### src/rtl/uart_rx_fifo.sv
// uart_rx_fifo
// Receive byte buffer placed after the UART receivers. One byte is captured
// on each rising edge of frame_done and is stored in a circular FIFO. A
// bus read strobe (rd_en) returns the oldest byte through data_in.
//
// Ports:
//   clk, rst     system clock, synchronous active-high reset
//   frame_done   receiver frame-complete level (may stay high many cycles)
//   rx_byte      received byte, valid while frame_done is high
//   rd_en        one-cycle read strobe of the data register
//   flush        one-cycle strobe, discards all stored bytes
//   err_clr      one-cycle strobe, clears sticky overflow/underflow
//   thresh       interrupt level (0 disables irq)
//   data_in      {24'b0, byte}, valid the cycle after rd_en
//   count        bytes stored (0..DEPTH)
//   empty/full   decoded from count
//   overflow     sticky: byte arrived while full
//   underflow    sticky: read while empty
//   irq          thresh != 0 && count >= thresh
module uart_rx_fifo #(
    parameter int DEPTH = 8,
    parameter int AW    = 3
) (
    input  logic          clk,
    input  logic          rst,
    input  logic          frame_done,
    input  logic [7:0]    rx_byte,
    input  logic          rd_en,
    input  logic          flush,
    input  logic          err_clr,
    input  logic [AW:0]   thresh,
    output logic [31:0]   data_in,
    output logic [AW:0]   count,
    output logic          empty,
    output logic          full,
    output logic          overflow,
    output logic          underflow,
    output logic          irq
);

    logic [7:0]    mem [DEPTH];
    logic          done_q_reg;
    logic [AW-1:0] wr_ptr_reg;
    logic [AW-1:0] rd_ptr_reg;
    logic [AW:0]   count_reg;
    logic [AW:0]   count_next;
    logic [31:0]   data_in_reg;
    logic          overflow_reg;
    logic          underflow_reg;

    logic          push_req;
    logic          pop_ok;
    logic          push_ok;
    logic          ovf_event;
    logic          unf_event;

    always_comb begin
        push_req  = frame_done & ~done_q_reg;
        pop_ok    = rd_en & ~empty;
        // A full FIFO still accepts a byte when the head leaves in the same cycle.
        push_ok   = push_req & (~full | pop_ok);
        ovf_event = push_req & full & ~pop_ok & ~flush;
        unf_event = rd_en & empty & ~flush;
        count_next = count_reg + (AW+1)'(push_ok) - (AW+1)'(pop_ok);
    end

    // Storage has no reset so it maps onto block RAM; only pointers matter.
    always_ff @(posedge clk) begin
        if (!rst && !flush && push_ok) begin
            mem[wr_ptr_reg] <= rx_byte;
        end
    end

    always_ff @(posedge clk) begin
        if (rst) begin
            // done_q starts high so a frame_done already high at release is ignored.
            done_q_reg    <= 1'b1;
            wr_ptr_reg    <= '0;
            rd_ptr_reg    <= '0;
            count_reg     <= '0;
            data_in_reg   <= '0;
            overflow_reg  <= 1'b0;
            underflow_reg <= 1'b0;
        end else begin
            done_q_reg <= frame_done;
            if (flush) begin
                wr_ptr_reg <= '0;
                rd_ptr_reg <= '0;
                count_reg  <= '0;
            end else begin
                if (push_ok) begin
                    wr_ptr_reg <= wr_ptr_reg + AW'(1);
                end
                if (pop_ok) begin
                    rd_ptr_reg <= rd_ptr_reg + AW'(1);
                end
                count_reg <= count_next;
                if (rd_en) begin
                    // Read of an empty FIFO returns zero; no read-through of a
                    // byte arriving in the same cycle.
                    data_in_reg <= pop_ok ? {24'b0, mem[rd_ptr_reg]} : 32'b0;
                end
            end
            // A new error event wins over a coincident clear.
            overflow_reg  <= ovf_event | (overflow_reg & ~err_clr);
            underflow_reg <= unf_event | (underflow_reg & ~err_clr);
        end
    end

    assign data_in   = data_in_reg;
    assign count     = count_reg;
    assign empty     = (count_reg == '0);
    assign full      = (count_reg == (AW+1)'(DEPTH));
    assign overflow  = overflow_reg;
    assign underflow = underflow_reg;
    assign irq       = (thresh != '0) && (count_reg >= thresh);

endmodule

### config.mk
export PLATFORM = sky130hd
export DESIGN_NAME = uart_rx_fifo
export DESIGN_NICKNAME = d
export VERILOG_FILES = /design/src/rtl/uart_rx_fifo.sv
export SDC_FILE = /design/constraint.sdc
export NUM_CORES = 1
export LEC_CHECK = 0
export BUFFER_PORTS_ARGS = -buffer_cell sky130_fd_sc_hd__buf_2
export CORE_UTILIZATION = 45
export DETAILED_ROUTE_END_ITERATION = 7
export PLACE_DENSITY = 0.68
export SLEW_MARGIN = 15
export SYNTH_ARGS = -nofsm -noshare
export SYNTH_HDL_FRONTEND = slang
export SYNTH_SLANG_ARGS = --single-unit
### constraint.sdc
create_clock -name clk -period 5.5 [get_ports clk]
set_clock_uncertainty 0.1 [all_clocks]
set_input_delay 0 -clock clk [delete_from_list [all_inputs] [get_ports clk]]
set_output_delay 0 -clock clk [all_outputs]
set_load 0.02 [all_outputs]
==> flow_summary.ini, run 1 <==
[timing]
rsz0062_at_grt = false
min_period_ps = 2450
max_freq_mhz = 407
slew_headroom = 0.351
fin_tns_setup_ps = 0
worst_slew_pin_slew_ps = 966
finalSetupViolCount = 0
hold_viol_final = 0
finalMaxSlewViolations = 0
finalCritPeriodShare = 0.446

[power_and_ir_drop]
p_per_area_nw_per_um2 = 306
power.total_uw = 1300
seq_power_share = 0.564
vdd_drop_max_uv = 125
power_frac_clock = 0.300
p_switching_uw = 344
switching_share = 0.264
p_leak_uw = 0.00159
p_int_uw = 960
pwr-share-comb = 0.136

[final_layout]
finish.utilization = 0.538
area.growth.synth_to_final_pct = 13.3
diodes = 0
largest_reg_flops = 64
layout-drive-gt1-share = 0.192
nNetsFinal = 327

[cts]
clk_pin_slew_ps = 80
htree_levels = 3
cts_sinks = 88
cts-root-buf = clkbuf_8
clk_latency_ps = 350
cts_tree = done
clockBufferDepth = 2
cts_inserted_buffers = 9
ctsResizeCount = 0
post-cts-setup-buffers = 0

[grt]
grt_use_total = 0.171
grt_max_degree = 17
grt_pass1_wl_microns = 10700
grt_pass1_vias = 1965
grt.overflow.total = 0
antenna_found_initial = 0

[setup_path]
r2r_slack_ps = 3050
r2r-end = count[2]
cpPeakStageDelay_ps = 400
path_class = reg2reg
critPathTopFamily = simple AND/OR/NAND/NOR gates
cp_data_required_time_ps = 5640
critPathBufInv = 1
crit_path_max_fanout = 7
r2r_start = count[2]
cp_data_arrival_time_ps = 2590
critPathCaptureType = flop
startpoint = count[2]
r2r_cells = 10
critPathSlowestCell = nor3b_2
critPathLaunchType = flop
path_cells = inv_1 > ha_1 > nor3b_2 > nor2_1 > nand2_1 > nand2_1 > ha_1 > fa_1 > xnor2_1 > nor2_1

[yosys]
yosysTopAreaCell = edfxtp_1
ys_ff_latch = 88
ys.warnings.count = 0
async_reset_ff_frac = 0
synth-edff-count = 64
yosys-top-cells-area = edfxtp_1 51%, dfxtp_1 13%, mux4_1 9.1%
ys_seq_area_frac = 0.638
synth_common_cells = 64 x edfxtp_1, 24 x buf_4, 24 x dfxtp_1, 20 x nor2_1, 13 x mux4_1
syn_inst = 243
yosys.area.top_type_share = 0.510
synth_flop_cell = edfxtp_1
ys_types = 36
avgSynthCellArea_sq_um = 15.5
syn_area_sq_um = 3760
yosysMostFrequentCell = edfxtp_1

[route]
drc = 0
dr.pass1.iters = 4
wl_met3_microns = 199
wl_met1_microns = 3310
via_per_inst = 5.03
wl_met2_microns = 3050
top_layer_used = met4
wl_microns = 6680
drtIter0Drc = 98
wl_per_cell_microns = 16.5
vias = 2033
ant_nets = 0

[floorplan]
ios = 59
initial_core_util = 0.475
core_sq_um = 7930
dieArea_sq_um = 8740
rows = 32
die_w_microns = 93.5
die_h_microns = 93.5

[hold_path]
hold_start = data_in[1]
hold_path_class = reg2reg
hold_end = data_in[1]
worstHoldPathCells = 2

[place]
port_buffers = 34
routabilityCongestion = 0.736
dpl.hpwl_microns = 4430

[run_status]
status = finished clean

[run]
drv_cap = 0
-- worst min-delay path, stage by stage, from the launching register on --
cell and delay, ps:
dfxtp_1 330, nand2_1 40, o21ai_0 60
-- routing by layer --
metal,vias up,track usage
met5,-,0
met2,54,0.260
li1,974,-
met3,10,0.0252
met1,995,0.243
met4,0,0.0795
-- cell type report --
| cell class | instances | area [sq um] |
|---|---|---|
| clock buffer | 10 | 128 |
| clock inverter | 6 | 45.0 |
| fill | 648 | 3660 |
| inverter | 10 | 37.5 |
| multi-input combinational | 138 | 1190 |
| sequential | 88 | 2400 |
| tap | 102 | 128 |
| timing repair buffer | 50 | 330 |
-- power by group through the flow --
stage               logic (uW)  registers [uW]  clock network [uW]
floorplan                  130             755                   0
global placement           164             751                   0
detailed placement         168             751                   0
CTS                        178             736                 399
global route               198             738                 426
finish                     178             736                 391
-- worst max path at each step --
stage	endpoint	slack (ps)	cells after the start
final	count[2]	3050	10
after global routing	count[2]	2890	10
after CTS	mem[0][0]	2830	6
after detailed placement	mem[0][6]	2830	6
after global placement	mem[0][6]	2970	6
after floorplan	count[2]	2760	9
-- stage by stage --
stage | hold WS, ps | setup slack, ps | cell area, sq um | std cells
after floorplan | -27.8 | 2760 | 3850 | 266
after global placement | 115 | 2970 | 3920 | 372
after detailed placement | 121 | 2830 | 3920 | 372
after CTS | 353 | 2830 | 4250 | 404
after global routing | 379 | 2890 | 4260 | 404
final | 361 | 3050 | 4260 | 404
-- kinds of logic after synthesis --
group           after synthesis  synth area share
flops                        88             0.638
simple gates                 61            0.0861
buf+inv                      40            0.0705
compound gates               18            0.0372
mux                          17             0.111
fa+ha+maj                    12            0.0419
xor+xnor                      6            0.0140
other cells                   1          0.000996
-- cells in the final DEF, fill, tap and decap left out, types with 2 or more instances in the layout --
cell type / n
a211oi_1: 2
a21o_1: 2
a21oi_1: 4
a221o_1: 7
and2_1: 2
and3_1: 7
buf_2: 34
clkbuf_8: 9
clkinvlp_4: 3
conb_1: 24
dfxtp_1: 24
dlygate4sd3_1: 16
edfxtp_1: 64
ha_1: 11
inv_1: 10
mux4_1: 13
mux4_2: 3
nand2_1: 8
nand2b_1: 7
nor2_1: 20
nor2b_1: 4
nor3_1: 2
nor3_2: 2
nor3b_1: 2
o21ai_0: 2
or2_2: 2
xnor2_1: 6
-- repair_timing --
| item | 4_1_cts | 5_1_grt |
|---|---|---|
| hold buffers | 16 | 0 |
| endpoints found under the setup margin | 0 | 0 |
| endpoints found under the hold margin | 74 | 0 |
Power figures use the tool's default switching activity.
==> run 2: changes to the inputs <==
Settings changed: ABC_AREA set to 1, PLACE_DENSITY 0.68 to 0.7.
Clock period 5.5 ns to 2.1 ns, I/O delays scaled along.
==> flow_summary.ini, run 2 <==
[final_layout]
area.growth.synth_to_final_pct = 15.9
seq_area_sq_um = 2410
nNetsFinal = 521
fillers = 737
layout-drive-gt1-share = 0.196
largest_reg_flops = 64
final_area_sq_um = 4790
mostFrequentLayoutCell = nand2_1
finish.utilization = 0.544
multi_input_area_sq_um = 1300
most-common-layout-cells = 99 x nand2_1, 68 x inv_1, 64 x edfxtp_1
diodes = 0

[yosys]
yosysTopAreaCell = edfxtp_1
yosys.area_share.simple = 0.207
synth-xor-area-share = 0.00424
yosysMostFrequentCell = nand2_1
ys_types = 34
synthAdderAreaFrac = 0.0381
synth_top_family_by_area = simple AND/OR/NAND/NOR gates
async_reset_ff_frac = 0
syn_inst = 425
synth_mux_area_frac = 0
yosys-top-cells-area = edfxtp_1 47%, dfxtp_1 12%, nand2_1 9.2%
synth-edff-count = 64
synth_compound_area_frac = 0.0309
ys_seq_area_frac = 0.581
ys.warnings.count = 0
syn_area_sq_um = 4130
synth_common_cells = 101 x nand2_1, 69 x inv_1, 64 x edfxtp_1, 53 x nand3_1, 25 x buf_4
synth_flop_cell = edfxtp_1
avgSynthCellArea_sq_um = 9.72
yosys.area.top_type_share = 0.465
ys_ff_latch = 88

[setup_path]
r2r_start = count[2]
path_cells = inv_4 > ha_4 > nor3b_4 > nand2_2 > nand2_4 > inv_4 > nand2_2 > nand2_1 > ha_2 > fa_2 > inv_1 > nor2_1
path_class = reg2reg
critPathBufInv = 3
cp_data_arrival_time_ps = 2180
startpoint = count[2]
critPathLaunchType = flop
cpPeakStageDelay_ps = 510
critPathCaptureType = flop
critPathSlowestCell = fa_2
crit_path_max_fanout = 3
critPathTopFamily = adder cells
cp_data_required_time_ps = 2300

[run]
drv_cap = 0

[cts]
clockBufferDepth = 2
clk_latency_ps = 360
clk_pin_slew_ps = 80
cts_tree = done
cts_inserted_buffers = 9
cts_sinks = 88
htree_levels = 3
cts-root-buf = clkbuf_8

[route]
vias = 2895
dr.pass1.iters = 7
drc = 12
wl_per_cell_microns = 13.7
via_per_inst = 4.79
ant_nets = 0
drtIter0Drc = 194
wl_microns = 8290

[power_and_ir_drop]
vdd_drop_max_uv = 415
p_leak_uw = 0.00212
p_per_area_nw_per_um2 = 761

[grt]
grt_max_degree = 33
grt.overflow.total = 0
grt_pass1_vias = 2740
grt_use_total = 0.184
antenna_found_initial = 0
grt_pass1_wl_microns = 13400

[hold_path]
hold_start = frame_done
hold_path_class = in2reg

[place]
routabilityCongestion = 0.799
port_buffers = 34
dpl_cell_area_sq_um = 4370
dpl.hpwl_microns = 5120

[timing]
finalCritPeriodShare = 0.945
finalSetupViolCount = 0
hold_viol_final = 0
rsz0062_at_grt = false
finalMaxSlewViolations = 0
max_freq_mhz = 504
min_period_ps = 1980

[floorplan]
core_sq_um = 8810
die_w_microns = 97.8
dieArea_sq_um = 9570
ios = 59
rows = 34
initial_core_util = 0.469
die_h_microns = 97.8

[run_status]
status = finished, violations left
violations = design-rule violations
-- run 2: changes by cell type in the layout (fill, tap and decap cells not counted), sizes merged, moves of 3 or more --
cell / delta
buf: +19
a221o: -7
mux4: -16
xnor2: -5
nand2b: -7
nor2b: -4
nor2: -3
nand2: +99
inv: +64
and3: -7
nand3: +55
a21oi: +12
-- run 2: power by group --
group	leakage, uW	internal, uW	switching (uW)
logic	0.00125	211	349
registers	0.000771	1890	25.0
clock network	0.0000974	581	595
-- run 2: worst reg2reg max path, cell delays in order, from the launching register on --
cell and delay [ps]:
dfxtp_4 360, inv_4 80, ha_4 120, nor3b_4 180, nand2_2 90, nand2_4 70, inv_4 30, nand2_2 40
nand2_1 50, ha_2 180, fa_2 510, inv_1 40, nor2_1 70
-- run 2: path summary, 6_finish.rpt --
kind	cells after the start	slack [ps]	end
max	12	120	count[1]
min	3	300	done_q_reg
max reg2reg	12	120	count[1]
min reg2reg	2	360	data_in[6]
-- run 2: cell families (layout without fill, tap and decap cells) --
| family | after synthesis | after routing |
|---|---|---|
| AOI/OAI and AO/OA | 23 | 23 |
| xor gates and xnor gates | 2 | 2 |
| adders and majority gates | 12 | 12 |
| buffers and inverters | 111 | 159 |
| DFF | 88 | 88 |
| other | 1 | 24 |
| and+or+nand+nor | 188 | 188 |
-- run 2: timing repair --
item	in CTS	in global routing
hold buffers	15	0
resized for setup	0	8
buffers inserted	0	4
setup endpoints to repair	0	3
endpoints found under the hold margin	87	0
-- run 2: metrics by stage --
| step | worst slack [ps] | total power (uW) | TNS, ps | hold slack, ps | instances |
|---|---|---|---|---|---|
| final | 115 | 3650 | 0 | 300 | 604 |
| after global routing | 0.238 | 3810 | 0 | 300 | 604 |
| after CTS | 36.8 | 3620 | 0 | 240 | 600 |
| after detailed placement | 64.3 | 2430 | 0 | 114 | 569 |
| after global placement | 96.0 | 2420 | 0 | 104 | 569 |
| after floorplan | -85.9 | 2340 | -111 | -1.13 | 448 |
-- run 2: metal layers --
layer	share of wire	up-vias	track usage	wire (microns)
li1	-	1447	-	-
met1	0.43	1337	0.242	3580
met2	0.48	98	0.297	4000
met3	0.067	13	0.0329	556
met4	0.019	0	0.0804	155
met5	0	-	0	0
-- run 2: area by class of cell --
class                      count  share of cell area
multi-input combinational    249               0.271
sequential                    88               0.502
tap                          108              0.0282
timing repair buffer          68              0.0966
clock buffer                  11              0.0295
inverter                      75              0.0606
clock inverter                 5              0.0115
==> run 3: changes to the inputs <==
--- a/config.mk
+++ b/config.mk
@@ -8,7 +8,9 @@
 export ABC_AREA = 1
 export BUFFER_PORTS_ARGS = -buffer_cell sky130_fd_sc_hd__buf_2
-export CORE_UTILIZATION = 45
+export CELL_PAD_IN_SITES_DETAIL_PLACEMENT = 1
+export CELL_PAD_IN_SITES_GLOBAL_PLACEMENT = 1
+export CORE_UTILIZATION = 40
 export DETAILED_ROUTE_END_ITERATION = 7
-export PLACE_DENSITY = 0.7
+export PLACE_DENSITY = 0.78
 export SLEW_MARGIN = 15
 export SYNTH_ARGS = -nofsm -noshare
==> constraint.sdc (replaced) <==
create_clock -name clk -period 2.1 [get_ports clk]
set_clock_uncertainty 0.1 [all_clocks]
set_input_delay 0 -clock clk [delete_from_list [all_inputs] [get_ports clk]]
set_output_delay 0 -clock clk [all_outputs]
set_load 0.01 [all_outputs]
==> flow_summary.ini, run 3 (same netlist as run 2, synthesis figures left out) <==
[grt]
grt.overflow.total = 0
grt_use_total = 0.195
grt_pass1_vias = 3201
grt_pass1_wl_microns = 16000
grt_max_degree = 33
antenna_found_initial = 0

[place]
port_buffers = 34
dpl_cell_area_sq_um = 4400
routabilityCongestion = 0.819
pre_cts_slack_ps = 2.93
dpl.hpwl_microns = 6510

[timing]
max_freq_mhz = 483
finalMaxSlewViolations = 0
rsz0062_at_grt = true
finalSetupViolCount = 0
min_period_ps = 2070
finalCritPeriodShare = 0.985
setup_ws_ps = 30.7
hold_viol_final = 0

[route]
vias = 3038
wl_microns = 10000
drtIter0Drc = 172
dr.pass1.iters = 4
via_per_inst = 4.83
drc = 0
ant_nets = 0
wl_per_cell_microns = 16.0

[final_layout]
multi_input_area_sq_um = 1320
seq_area_sq_um = 2410
nNetsFinal = 521
most-common-layout-cells = 98 x nand2_1, 67 x inv_1, 64 x edfxtp_1
layout-drive-gt1-share = 0.202
finish.utilization = 0.486
area.growth.synth_to_final_pct = 16.7
final_area_sq_um = 4820
largest_reg_flops = 64
mostFrequentLayoutCell = nand2_1
diodes = 0
fillers = 1166

[floorplan]
initial_core_util = 0.417
rows = 36
die_h_microns = 104
dieArea_sq_um = 10700
die_w_microns = 104
core_sq_um = 9910
ios = 59

[run]
drv_cap = 0

[cts]
cts_inserted_buffers = 9
htree_levels = 3
clk_pin_slew_ps = 90
cts_sinks = 88
cts-root-buf = clkbuf_8
clockBufferDepth = 2
clk_latency_ps = 350
cts_tree = done

[setup_path]
crit_path_max_fanout = 4
path_cells = inv_1 > ha_4 > nand3_4 > nand2_4 > nand2_2 > nand2_4 > inv_4 > nand2_2 > nand2_2 > ha_4 > fa_2 > inv_2 > nor2_2
r2r_slack_ps = 30
cp_data_required_time_ps = 2280
critPathCaptureType = flop
critPathLaunchType = flop
critPathSlowestCell = fa_2
path_class = reg2reg
cpPeakStageDelay_ps = 540
cp_data_arrival_time_ps = 2250
crit_path_frequent_cell = nand2_2

[power_and_ir_drop]
vdd_drop_max_uv = 303
p_per_area_nw_per_um2 = 727
p_leak_uw = 0.00211

[hold_path]
hold_path_class = in2out

[run_status]
status = finished clean
==> run 3: through the flow <==
stage	total power (uW)	TNS, ps	instances	hold WS [ps]
3_3_place_gp	2380	0	594	102
2_1_floorplan	2290	0	448	-1.13
4_1_cts	3470	0	627	217
6_report	3510	0	629	217
5_1_grt	3670	-97.0	629	234
3_5_place_dp	2410	0	594	114
==> run 3: area by class of cell <==
class	instances	area share
inverters	75	0.0602
flip-flops and latches	88	0.499
repair buffers	68	0.0965
well taps	133	0.0345
multi-input cells	249	0.273
clock buffers	12	0.0301
clock inverters	4	0.00597
==> run 3: repair_timing <==
action,in CTS,in global routing
setup buffers,1,2
pin swaps,1,6
hold buffers,16,0
hold endpoints to repair,85,0
setup endpoints to repair,1,3
gates resized for setup,2,15
==> run 3: report_power, final <==
| part | internal (uW) | total, uW | switching (uW) |
|---|---|---|---|
| Combinational | 216 | 549 | 334 |
| Clock | 467 | 1040 | 575 |
| Sequential | 1890 | 1920 | 27.9 |
==> run 3: critical path, delay by kind of cell (launching register included) <==
kind	cells	cell delay, ps
adders and majority gates	3	860
DFF	1	370
and+or+nand+nor	7	500
buffers and inverters	3	160
==> run 3: routing by layer <==
metal | wire [microns] | track usage | vias up
li1 | - | - | 1446
met1 | 4180 | 0.227 | 1517
met2 | 5330 | 0.348 | 56
met3 | 265 | 0.0396 | 19
met4 | 264 | 0.0807 | 0
met5 | 0 | 0 | -
==> run 3: path summary, 6_finish.rpt <==
| check | depth (start not counted) | to | start |
|---|---|---|---|
| worst max-delay path | 13 | count[1] | count[3] |
| worst min-delay path | 4 | irq | thresh[2] |
| worst min register to register | 2 | data_in[0] | data_in[0] |
| worst max register to register | 13 | count[1] | count[3] |
